<file path="config.mk">
export PLATFORM = sky130hd
export DESIGN_NAME = npu_host_seq
export DESIGN_NICKNAME = d
export VERILOG_FILES = /design/src/rtl/npu_host_seq.sv
export SDC_FILE = /design/constraint.sdc
export NUM_CORES = 1
export LEC_CHECK = 0
export CAP_MARGIN = 0
export CORE_MARGIN = 3
export CORE_UTILIZATION = 40
export DETAILED_ROUTE_END_ITERATION = 10
export PLACE_DENSITY_LB_ADDON = 0.1
export SYNTH_ARGS = -nofsm -noshare
export SYNTH_HDL_FRONTEND = slang
export SYNTH_SLANG_ARGS = --single-unit
</file>
<file path="constraint.sdc">
create_clock -name clk -period 5.2 [get_ports clk]
set_input_delay 1.04 -clock clk [delete_from_list [all_inputs] [get_ports clk]]
set_output_delay 1.04 -clock clk [all_outputs]
set_load 0.02 [all_outputs]
</file>
<file path="src/rtl/npu_host_seq.sv">
// npu_host_seq: host-side initiator that loads weights and image columns into the NPU,
// polls pixel_valid and collects results in a small FIFO. Optional poll timeout: NPU_HOST_TIMEOUT_EN.
module npu_host_seq #(
  parameter int unsigned K_W        = 3,
  parameter int unsigned OUT_H      = 14,
  parameter int unsigned OUT_W      = 13,
  parameter int unsigned SRC_AW     = 16,
  parameter int unsigned FIFO_DEPTH = 4,
  parameter int unsigned POLL_MAX   = 255
) (
  input  logic              clk,
  input  logic              rst_ni,
  input  logic              start,
  output logic              busy,
  output logic              done,
  output logic              err,
  output logic [SRC_AW-1:0] src_addr,
  input  logic [23:0]       src_data,
  output logic              ena,
  output logic              wea,
  output logic [15:0]       addra,
  output logic [31:0]       dina,
  input  logic [31:0]       douta,
  output logic              res_valid,
  input  logic              res_ready,
  output logic [23:0]       res_data
);

  localparam int unsigned IN_W = OUT_W + K_W - 1;
  localparam int unsigned JW   = (K_W > 1) ? $clog2(K_W) : 1;
  localparam int unsigned CW   = (OUT_W > 1) ? $clog2(OUT_W) : 1;
  localparam int unsigned RW   = (OUT_H > 1) ? $clog2(OUT_H) : 1;
  localparam int unsigned PW   = $clog2(FIFO_DEPTH);
  localparam int unsigned NW   = $clog2(FIFO_DEPTH + 1);

  typedef enum logic [3:0] {
    S_IDLE, S_W_FETCH, S_W_WRITE, S_I_FETCH, S_I_WRITE,
    S_POLL_RD, S_POLL_CHK, S_RES_RD, S_RES_CAP, S_FINISH
  } state_t;

  state_t            r_state, w_state_nxt;
  logic [JW-1:0]     r_j, w_j_nxt;
  logic [CW-1:0]     r_c, w_c_nxt, w_c_adv;
  logic [RW-1:0]     r_r, w_r_nxt, w_r_adv;
  logic              r_err, w_err_nxt;
  logic              r_pv_seen, w_pv_seen_nxt;
  logic              r_busy, r_done, r_ena, r_wea, r_wr_pass;
  logic [15:0]       r_addra, w_addra_nxt;
  logic [31:0]       r_dina;
  logic [SRC_AW-1:0] r_src_addr, w_src_addr_nxt;
  logic              w_ena_nxt, w_wea_nxt;
  logic              w_row_end, w_last_pix;
  logic              w_push, w_pop, w_full;
  logic [23:0]       r_mem [FIFO_DEPTH];
  logic [PW-1:0]     r_wr_ptr, r_rd_ptr;
  logic [NW-1:0]     r_cnt, w_cnt_nxt;
  logic              r_res_valid;
  logic              w_unused;

`ifdef NPU_HOST_TIMEOUT_EN
  localparam int unsigned PCW = $clog2(POLL_MAX + 1);
  logic [PCW-1:0] r_poll_cnt, w_poll_cnt_nxt;
  assign w_unused = ^douta[31:24];
`else
  assign w_unused = ^{douta[31:24], 32'(POLL_MAX)};
`endif

  // Pixel advance: column wraps at the row end, the row then increments
  assign w_row_end  = (r_c == CW'(OUT_W - 1));
  assign w_last_pix = w_row_end && (r_r == RW'(OUT_H - 1));
  assign w_c_adv    = w_row_end ? '0 : r_c + CW'(1);
  assign w_r_adv    = w_row_end ? r_r + RW'(1) : r_r;
  assign w_full     = (r_cnt == NW'(FIFO_DEPTH));

  always_comb begin
    w_state_nxt   = r_state;
    w_j_nxt       = r_j;
    w_c_nxt       = r_c;
    w_r_nxt       = r_r;
    w_err_nxt     = r_err;
    w_pv_seen_nxt = r_pv_seen;
    w_push        = 1'b0;
`ifdef NPU_HOST_TIMEOUT_EN
    w_poll_cnt_nxt = r_poll_cnt;
`endif
    case (r_state)
      S_IDLE: begin
        if (start) begin
          w_err_nxt     = 1'b0;
          w_j_nxt       = '0;
          w_c_nxt       = '0;
          w_r_nxt       = '0;
          w_pv_seen_nxt = 1'b0;
          w_state_nxt   = S_W_FETCH;
        end
      end
      S_W_FETCH: w_state_nxt = S_W_WRITE;
      S_W_WRITE: begin
        if (r_j < JW'(K_W - 1)) begin
          w_j_nxt     = r_j + JW'(1);
          w_state_nxt = S_W_FETCH;
        end else begin
          w_j_nxt     = '0;
          w_state_nxt = S_I_FETCH;
        end
      end
      S_I_FETCH: w_state_nxt = S_I_WRITE;
      S_I_WRITE: begin
        if (r_j < JW'(K_W - 1)) begin
          w_j_nxt     = r_j + JW'(1);
          w_state_nxt = S_I_FETCH;
        end else begin
          w_j_nxt     = '0;
          w_state_nxt = S_POLL_RD;
`ifdef NPU_HOST_TIMEOUT_EN
          w_poll_cnt_nxt = '0;
`endif
        end
      end
      S_POLL_RD: w_state_nxt = S_POLL_CHK;
      S_POLL_CHK: begin
        // A seen pixel_valid is remembered while the FIFO is full
        if (douta[0] || r_pv_seen) begin
          if (!w_full) begin
            w_pv_seen_nxt = 1'b0;
            w_state_nxt   = S_RES_RD;
          end else begin
            w_pv_seen_nxt = 1'b1;
          end
        end else begin
`ifdef NPU_HOST_TIMEOUT_EN
          if (r_poll_cnt == PCW'(POLL_MAX - 1)) begin
            w_err_nxt   = 1'b1;
            w_c_nxt     = w_c_adv;
            w_r_nxt     = w_r_adv;
            w_state_nxt = w_last_pix ? S_FINISH : S_I_FETCH;
          end else begin
            w_poll_cnt_nxt = r_poll_cnt + PCW'(1);
            w_state_nxt    = S_POLL_RD;
          end
`else
          w_state_nxt = S_POLL_RD;
`endif
        end
      end
      S_RES_RD: w_state_nxt = S_RES_CAP;
      S_RES_CAP: begin
        w_push      = 1'b1;
        w_c_nxt     = w_c_adv;
        w_r_nxt     = w_r_adv;
        w_state_nxt = w_last_pix ? S_FINISH : S_I_FETCH;
      end
      S_FINISH: w_state_nxt = S_IDLE;
      default:  w_state_nxt = S_IDLE;
    endcase
  end

  // Bus outputs are decoded from the next state so they register in step with it
  always_comb begin
    w_ena_nxt      = 1'b0;
    w_wea_nxt      = 1'b0;
    w_addra_nxt    = 16'd0;
    w_src_addr_nxt = r_src_addr;
    case (w_state_nxt)
      S_W_FETCH: w_src_addr_nxt = SRC_AW'(w_j_nxt);
      S_I_FETCH: w_src_addr_nxt = SRC_AW'(K_W) + SRC_AW'(w_r_nxt) * SRC_AW'(IN_W)
                                  + SRC_AW'(w_c_nxt) + SRC_AW'(w_j_nxt);
      S_W_WRITE: begin
        w_ena_nxt   = 1'b1;
        w_wea_nxt   = 1'b1;
        w_addra_nxt = 16'd2;
      end
      S_I_WRITE: begin
        w_ena_nxt   = 1'b1;
        w_wea_nxt   = 1'b1;
        w_addra_nxt = 16'd1;
      end
      S_POLL_RD: begin
        w_ena_nxt   = 1'b1;
        w_addra_nxt = 16'd3;
      end
      S_RES_RD: begin
        w_ena_nxt   = 1'b1;
        w_addra_nxt = 16'd2;
      end
      default: ;
    endcase
  end

  always_ff @(posedge clk or negedge rst_ni) begin
    if (!rst_ni) begin
      r_state    <= S_IDLE;
      r_j        <= '0;
      r_c        <= '0;
      r_r        <= '0;
      r_err      <= 1'b0;
      r_pv_seen  <= 1'b0;
      r_busy     <= 1'b0;
      r_done     <= 1'b0;
      r_ena      <= 1'b0;
      r_wea      <= 1'b0;
      r_wr_pass  <= 1'b0;
      r_addra    <= 16'd0;
      r_dina     <= 32'd0;
      r_src_addr <= '0;
`ifdef NPU_HOST_TIMEOUT_EN
      r_poll_cnt <= '0;
`endif
    end else begin
      r_state    <= w_state_nxt;
      r_j        <= w_j_nxt;
      r_c        <= w_c_nxt;
      r_r        <= w_r_nxt;
      r_err      <= w_err_nxt;
      r_pv_seen  <= w_pv_seen_nxt;
      r_busy     <= (w_state_nxt != S_IDLE) && (w_state_nxt != S_FINISH);
      r_done     <= (w_state_nxt == S_FINISH);
      r_ena      <= w_ena_nxt;
      r_wea      <= w_wea_nxt;
      r_wr_pass  <= w_wea_nxt;
      r_addra    <= w_addra_nxt;
      r_src_addr <= w_src_addr_nxt;
      if (r_wr_pass) r_dina <= {8'h00, src_data};
`ifdef NPU_HOST_TIMEOUT_EN
      r_poll_cnt <= w_poll_cnt_nxt;
`endif
    end
  end

  // Result FIFO; simultaneous push and pop keep the count unchanged
  assign w_pop = res_ready && (r_cnt != '0);

  always_comb begin
    w_cnt_nxt = r_cnt;
    if (w_push && !w_pop)      w_cnt_nxt = r_cnt + NW'(1);
    else if (!w_push && w_pop) w_cnt_nxt = r_cnt - NW'(1);
  end

  always_ff @(posedge clk or negedge rst_ni) begin
    if (!rst_ni) begin
      for (int i = 0; i < int'(FIFO_DEPTH); i++) r_mem[i] <= 24'd0;
      r_wr_ptr    <= '0;
      r_rd_ptr    <= '0;
      r_cnt       <= '0;
      r_res_valid <= 1'b0;
    end else begin
      if (w_push) begin
        r_mem[r_wr_ptr] <= douta[23:0];
        r_wr_ptr        <= r_wr_ptr + PW'(1);
      end
      if (w_pop) r_rd_ptr <= r_rd_ptr + PW'(1);
      r_cnt       <= w_cnt_nxt;
      r_res_valid <= (w_cnt_nxt != '0);
    end
  end

  // Source data feeds dina directly during a write cycle, then the register holds it
  assign dina      = r_wr_pass ? {8'h00, src_data} : r_dina;
  assign busy      = r_busy;
  assign done      = r_done;
  assign err       = r_err;
  assign ena       = r_ena;
  assign wea       = r_wea;
  assign addra     = r_addra;
  assign src_addr  = r_src_addr;
  assign res_valid = r_res_valid;
  assign res_data  = r_mem[r_rd_ptr];

endmodule

</file>
==> results_dict.tcl, run 1 <==
set metrics [dict create \
    drc_errors 0 \
    comb_power_share_pct 42.4 \
    cp-end-kind "flip-flop" \
    vias 4940 \
    worstSetupStartpointType "primary input" \
    regToRegEndpoint "src_addr[7]" \
    synth_cell_types 53 \
    gp_congestion 0.745 \
    syn_area_mm2 0.00807 \
    synthArstFlopShare_pct 100 \
    fill_cells 1723 \
    ff2ff_setup_slack_ps 440 \
    grt_pass1_vias 5484 \
    crit_fanout 3 \
    setup_violations 0 \
    fin_skew_ps 6.26 \
    internal_power_uw 3700 \
    coreArea_mm2 0.0197 \
    setup_slack_ps 308 \
    max_freq_ghz 0.204 \
    hold_slack_ps 476 \
    synth_edf_count 0 \
    cellLeakagePower_uw 0.00452 \
    p_per_area_mw_per_mm2 553 \
    hold_path.class "flip-flop to flip-flop" \
    min_path_cells 2 \
    overflow 0 \
    clk_pin_slew_ps 60 \
    hp-start "src_addr[8]" \
    cts_setup_buffers 0 \
    wl_per_cell_um 16.5 \
    grt_max_degree 90 \
    grt_setup_unrepaired "false" \
    row_count 51 \
    tightest_slew_ps 1210 \
    multi_input_area_mm2 0.00355 \
    viasPerCell 4.90 \
    seqCellArea_mm2 0.00416 \
    pre_cts_slack_ps -164 \
    mostFrequentLayoutCell "dfrtp_1" \
    drive_gt1_share_pct 28.1 \
    whs_endpoint "src_addr[8]" \
    final.setup.tns_ps 0 \
    hold_violations 0 \
    root_buffer "clkbuf_16" \
    status "finished, final reports clean" \
    antenna_found_initial 0 \
    dp_hpwl_um 11200 \
    final_cell_mix "165 x dfrtp_1, 122 x clkdlybuf4s50_1, 120 x mux2_2, 43 x inv_1, 30 x ha_1" \
    initial_core_util_pct 41.1 \
    relSlewSlack_pct 19.4 \
    post-route-period-util_pct 94.1 \
    num_io_pins 154 \
    synth-main-ff-cell "dfrtp_1" \
    die-area_mm2 0.0219 \
    rr_worst_depth 20 \
    drt-initial-drc-count 175 \
    yosysSeqAreaShare_pct 51.4 \
    power_frac_clock_pct 22.8 \
    startpoint "start" \
    port-buffer-count 123 \
    die-width_um 148 \
    fp.dieH_um 148 \
    final_nets 831 \
    cts_max_level 4 \
    cts_tree "yes" \
    cts_buffers 17 \
    first_pass_iters 4 \
    period_needed_ps 4890 \
    antenna_left 0 \
    power_switching_uw 1940 \
    clock_path_buffers 2 \
    grt_pass1_wl_um 27700 \
    r2r_start "r_c[0]" \
    path_class "primary input to flip-flop" \
    power_frac_seq_pct 34.8 \
    ir_worst_vdd_mv 0.274 \
    clk_latency_ps 420 \
    syn_inst 592 \
    ys_warn_count 0 \
    syn_to_final_growth_pct 26.4 \
    cts_resized 0 \
    cts.sinks 166 \
    critical_path_required_ps 5510 \
    holdBufCountCts 0 \
    routed_wl_um 16700 \
    power_uw 5650 \
    synth_area_per_cell_um2 13.6 \
    cap_viol_max_count 0 \
    num_antenna_cells 0 \
    synth_seq_cells 166 \
    grt.total_usage_pct 15.9 \
    swShare_pct 34.4 \
    drv_slew 0 \
    final_util_pct 51.9 \
    cp.arrival_ps 5210 \
]
## cell usage after synthesis (2+ instances only)
cell type | instances | area (um^2)
o41ai_1 | 4 | 35.0
clkbuf_1 | 10 | 37.5
o21ai_1 | 4 | 20.0
nand3_1 | 3 | 15.0
o31ai_1 | 5 | 37.5
nor3_1 | 8 | 40.0
dfrtp_1 | 166 | 4150
a211oi_1 | 3 | 22.5
inv_1 | 43 | 161
o21ai_0 | 12 | 60.1
and3_1 | 7 | 43.8
mux4_2 | 24 | 541
buf_4 | 26 | 195
a21o_1 | 7 | 52.6
buf_1 | 2 | 7.51
nor2b_1 | 10 | 62.6
fa_1 | 10 | 200
xnor2_1 | 7 | 61.3
nor2_1 | 12 | 45.0
o21a_1 | 2 | 15.0
nand4_1 | 3 | 18.8
a21oi_1 | 9 | 45.0
a22oi_1 | 2 | 15.0
mux2i_1 | 3 | 30.0
nand2_1 | 24 | 90.1
or3_1 | 3 | 18.8
nand2_2 | 2 | 12.5
mux2_2 | 120 | 1350
buf_2 | 8 | 40.0
ha_1 | 30 | 375
## routing by layer
layer	routed length (um)	vias up	share of wire (%)	GRT usage, %
met4	256	0	1.5	5.13
met3	671	18	4.0	3.66
met2	8520	105	51	27.7
met5	0	-	0	0
met1	7240	2497	43	19.7
li1	-	2320	-	-
## worst max path at each step
| stage | to | depth (start not counted) |
|---|---|---|
| after CTS | src_addr[7] | 18 |
| after floorplan | src_addr[7] | 17 |
| after global routing | src_addr[7] | 17 |
| final | src_addr[7] | 18 |
| after detailed placement | src_addr[7] | 18 |
| after global placement | src_addr[7] | 18 |
## per-stage QoR
stage                     instance area (um^2)  std cells
final                                    10200       1009
after global routing                     10200       1009
after CTS                                10200       1009
after detailed placement                  9600        977
after global placement                    9600        977
after floorplan                           8150        613
## sequential cells by signal, summed over array words and instances, names as in the netlist
register	count
addra	2
busy	1
done	1
ena	1
r_c	4
r_cnt	3
r_dina	32
r_j	2
r_mem	96
r_pv_seen	1
r_r	4
r_rd_ptr	2
r_state	4
r_wr_pass	1
r_wr_ptr	2
res_valid	1
src_addr	9
## logic make-up (layout without fill, tap and decap cells)
group           count (synthesis)  after routing  share of synthesized area (%)
simple gates                   80             80                           5.55
other cells                     1             22                         0.0464
fa+ha+maj                      40             40                           7.13
mux                           148            148                           23.9
buf+inv                        90            221                           5.61
compound gates                 58             58                           5.13
xor+xnor                        9              9                           1.15
flops                         166            166                           51.4
## critical path, stage by stage
cell	delay, ps
clkdlybuf4s50_1	530
o21ai_0	140
a21o_1	190
nand2_1	60
o31a_1	140
inv_1	70
fa_1	500
fa_1	510
inv_1	60
fa_1	540
inv_1	40
ha_1	310
nor2b_1	150
o21ai_0	200
a21oi_1	130
o21a_1	190
o21a_1	170
o41ai_1	230
## power groups by stage
stage	clock network, uW	registers (uW)	logic, uW
final	1290	1970	2390
after global routing	1390	2030	2600
after CTS	1330	1980	2430
after detailed placement	0	2000	2420
after global placement	0	1970	2380
after floorplan	0	1860	1660
## final cells by class
cell class / count / area share [%]
clock buffers: 19 / 4.24
clock inverters: 13 / 1.70
inverters: 43 / 1.58
multi-input cells: 357 / 34.7
flip-flops and latches: 166 / 40.7
well taps: 265 / 3.25
repair buffers: 146 / 13.8
Note: power is estimated with default switching activity, not from simulation.
==> inputs of run 2 (changes only) <==
--- a/config.mk
+++ b/config.mk
@@ -7,7 +7,7 @@
 export LEC_CHECK = 0
 export CAP_MARGIN = 0
 export CORE_MARGIN = 3
-export CORE_UTILIZATION = 40
+export CORE_UTILIZATION = 45
 export DETAILED_ROUTE_END_ITERATION = 10
 export PLACE_DENSITY_LB_ADDON = 0.1
 export SYNTH_ARGS = -nofsm -noshare
==> results_dict.tcl, run 2 (synthesized netlist as in run 1, its figures left out) <==
set metrics [dict create \
    hold_violations 0 \
    antenna_found_initial 0 \
    fin_skew_ps 6.54 \
    first_pass_iters 4 \
    wl_per_cell_um 17.0 \
    initial_core_util_pct 46.4 \
    ff2ff_setup_slack_ps 380 \
    status "finished, final reports clean" \
    drt-initial-drc-count 205 \
    syn_to_final_growth_pct 25.5 \
    routed_wl_um 16400 \
    dp_hpwl_um 11400 \
    cap_viol_max_count 0 \
    crit_chain "nor3_1 > o21ai_0 > a21o_1 > nand2_1 > o31a_1 > inv_1 > fa_1 > fa_1 > inv_1 > fa_1 > inv_1 > ha_1 > nor2b_1 > o21ai_1 > a21oi_2 > o21a_1 > o21a_1 > o41ai_1" \
    cp-endpoint "src_addr[7]" \
    grt_pass1_wl_um 27600 \
    die-area_mm2 0.0196 \
    largest_register_ffs 96 \
    r2r_start "r_state[1]" \
    post-route-period-util_pct 92.6 \
    drc_errors 0 \
    cts_tree "yes" \
    viasPerCell 5.15 \
    final_cells 967 \
    path_class "flip-flop to flip-flop" \
    dp_cells 936 \
    row_count 48 \
    min_path_cells 2 \
    clk_pin_slew_ps 60 \
    tightest_slew_ps 1120 \
    final_nets 830 \
    antenna_left 0 \
    cts_buffers 17 \
    cts_max_level 4 \
    cpPeakStageDelay_ps 570 \
    period_needed_ps 4820 \
    critical_path_buf_inv_count 3 \
    coreArea_mm2 0.0174 \
    setup_violations 0 \
    p_per_area_mw_per_mm2 555 \
    cp.arrival_ps 5130 \
    startpoint "r_state[1]" \
    grt.total_usage_pct 17.6 \
    hold_path.class "flip-flop to flip-flop" \
    cp-end-kind "flip-flop" \
    regToRegEndpoint "src_addr[7]" \
    die-width_um 140 \
    gp_congestion 0.801 \
    relSlewSlack_pct 25.5 \
    rr_worst_depth 18 \
    grt_pass1_vias 5335 \
    power_uw 5620 \
    mostFrequentLayoutCell "dfrtp_1" \
    overflow 0 \
    max_freq_ghz 0.208 \
    critical_path_required_ps 5510 \
    final_cell_mix "165 x dfrtp_1, 121 x clkdlybuf4s50_1, 120 x mux2_2, 43 x inv_1, 30 x ha_1" \
    clock_path_buffers 2 \
    crit_family "adder cells" \
    port-buffer-count 123 \
    crit_fanout 14 \
    final.setup.tns_ps 0 \
    num_antenna_cells 0 \
    ir_worst_vdd_mv 0.290 \
    cts.sinks 166 \
    slowest_stage "dfrtp_1" \
    top_register "r_mem" \
    grt_setup_unrepaired "false" \
    dpl_cell_area_mm2 0.00954 \
    root_buffer "clkbuf_16" \
    num_io_pins 154 \
    drive_gt1_share_pct 27.9 \
    cellLeakagePower_uw 0.00451 \
    drv_slew 0 \
    fp.dieH_um 140 \
    cp.depth 18 \
    fill_cells 1395 \
    worstSetupStartpointType "flip-flop" \
    vias 4980 \
    clk_latency_ps 420 \
    grt_max_degree 66 \
    stdcell_area_mm2 0.0101 \
]
==> run 2: power breakdown <==
part	internal [uW]	switching, uW
registers	1660	332
logic	1280	1090
clock network	755	501
total	3700	1930
==> run 2: repair_timing <==
action / 4_1_cts / 5_1_grt
endpoints found under the setup margin: 0 / 1
hold buffers: 0 / 0
gates resized for setup: 0 / 3
setup buffers: 0 / 0
==> run 2: how the worst min path moves through the flow <==
stage | startpoint | slack, ps | to
CTS | src_addr[3] | 480 | src_addr[3]
global route | src_addr[4] | 510 | src_addr[4]
detailed placement | src_addr[3] | 460 | src_addr[3]
global placement | src_addr[3] | 460 | src_addr[3]
finish | src_addr[3] | 480 | src_addr[3]
floorplan | r_mem[57] | 460 | r_mem[57]
==> run 2: layout make-up <==
cell class              instances  area [um^2]  share of cell area (%)
clock buffers                  20          437                    4.31
inverters                      43          161                    1.59
multi-input cells             357         3550                    35.0
repair buffers                145         1400                    13.8
flip-flops and latches        166         4160                    41.0
well taps                     225          282                    2.78
clock inverters                11          150                    1.48
==> run 2: routing by layer <==
layer  GRT usage, %  vias to the layer above  part of all wire [%]
li1               -                     2319                     -
met1           22.1                     2555                    42
met2           30.7                       90                    53
met3           3.96                       16                   3.7
met4           5.30                        0                   1.3
met5              0                        -                     0
==> run 2: metrics by stage <==
step	utilization [%]	hold slack, ps	setup slack, ps
final	58.2	478	383
after floorplan	-	459	412
after CTS	58.2	485	152
after global placement	54.8	458	-144
after global routing	58.2	505	8.58
after detailed placement	54.8	460	-245
==> run 2: tightest hold or removal path, delay by kind of cell, from the launching register on <==
kind            cells  cell delay, ps
flops               1             340
simple gates        1              50
compound gates      1              50
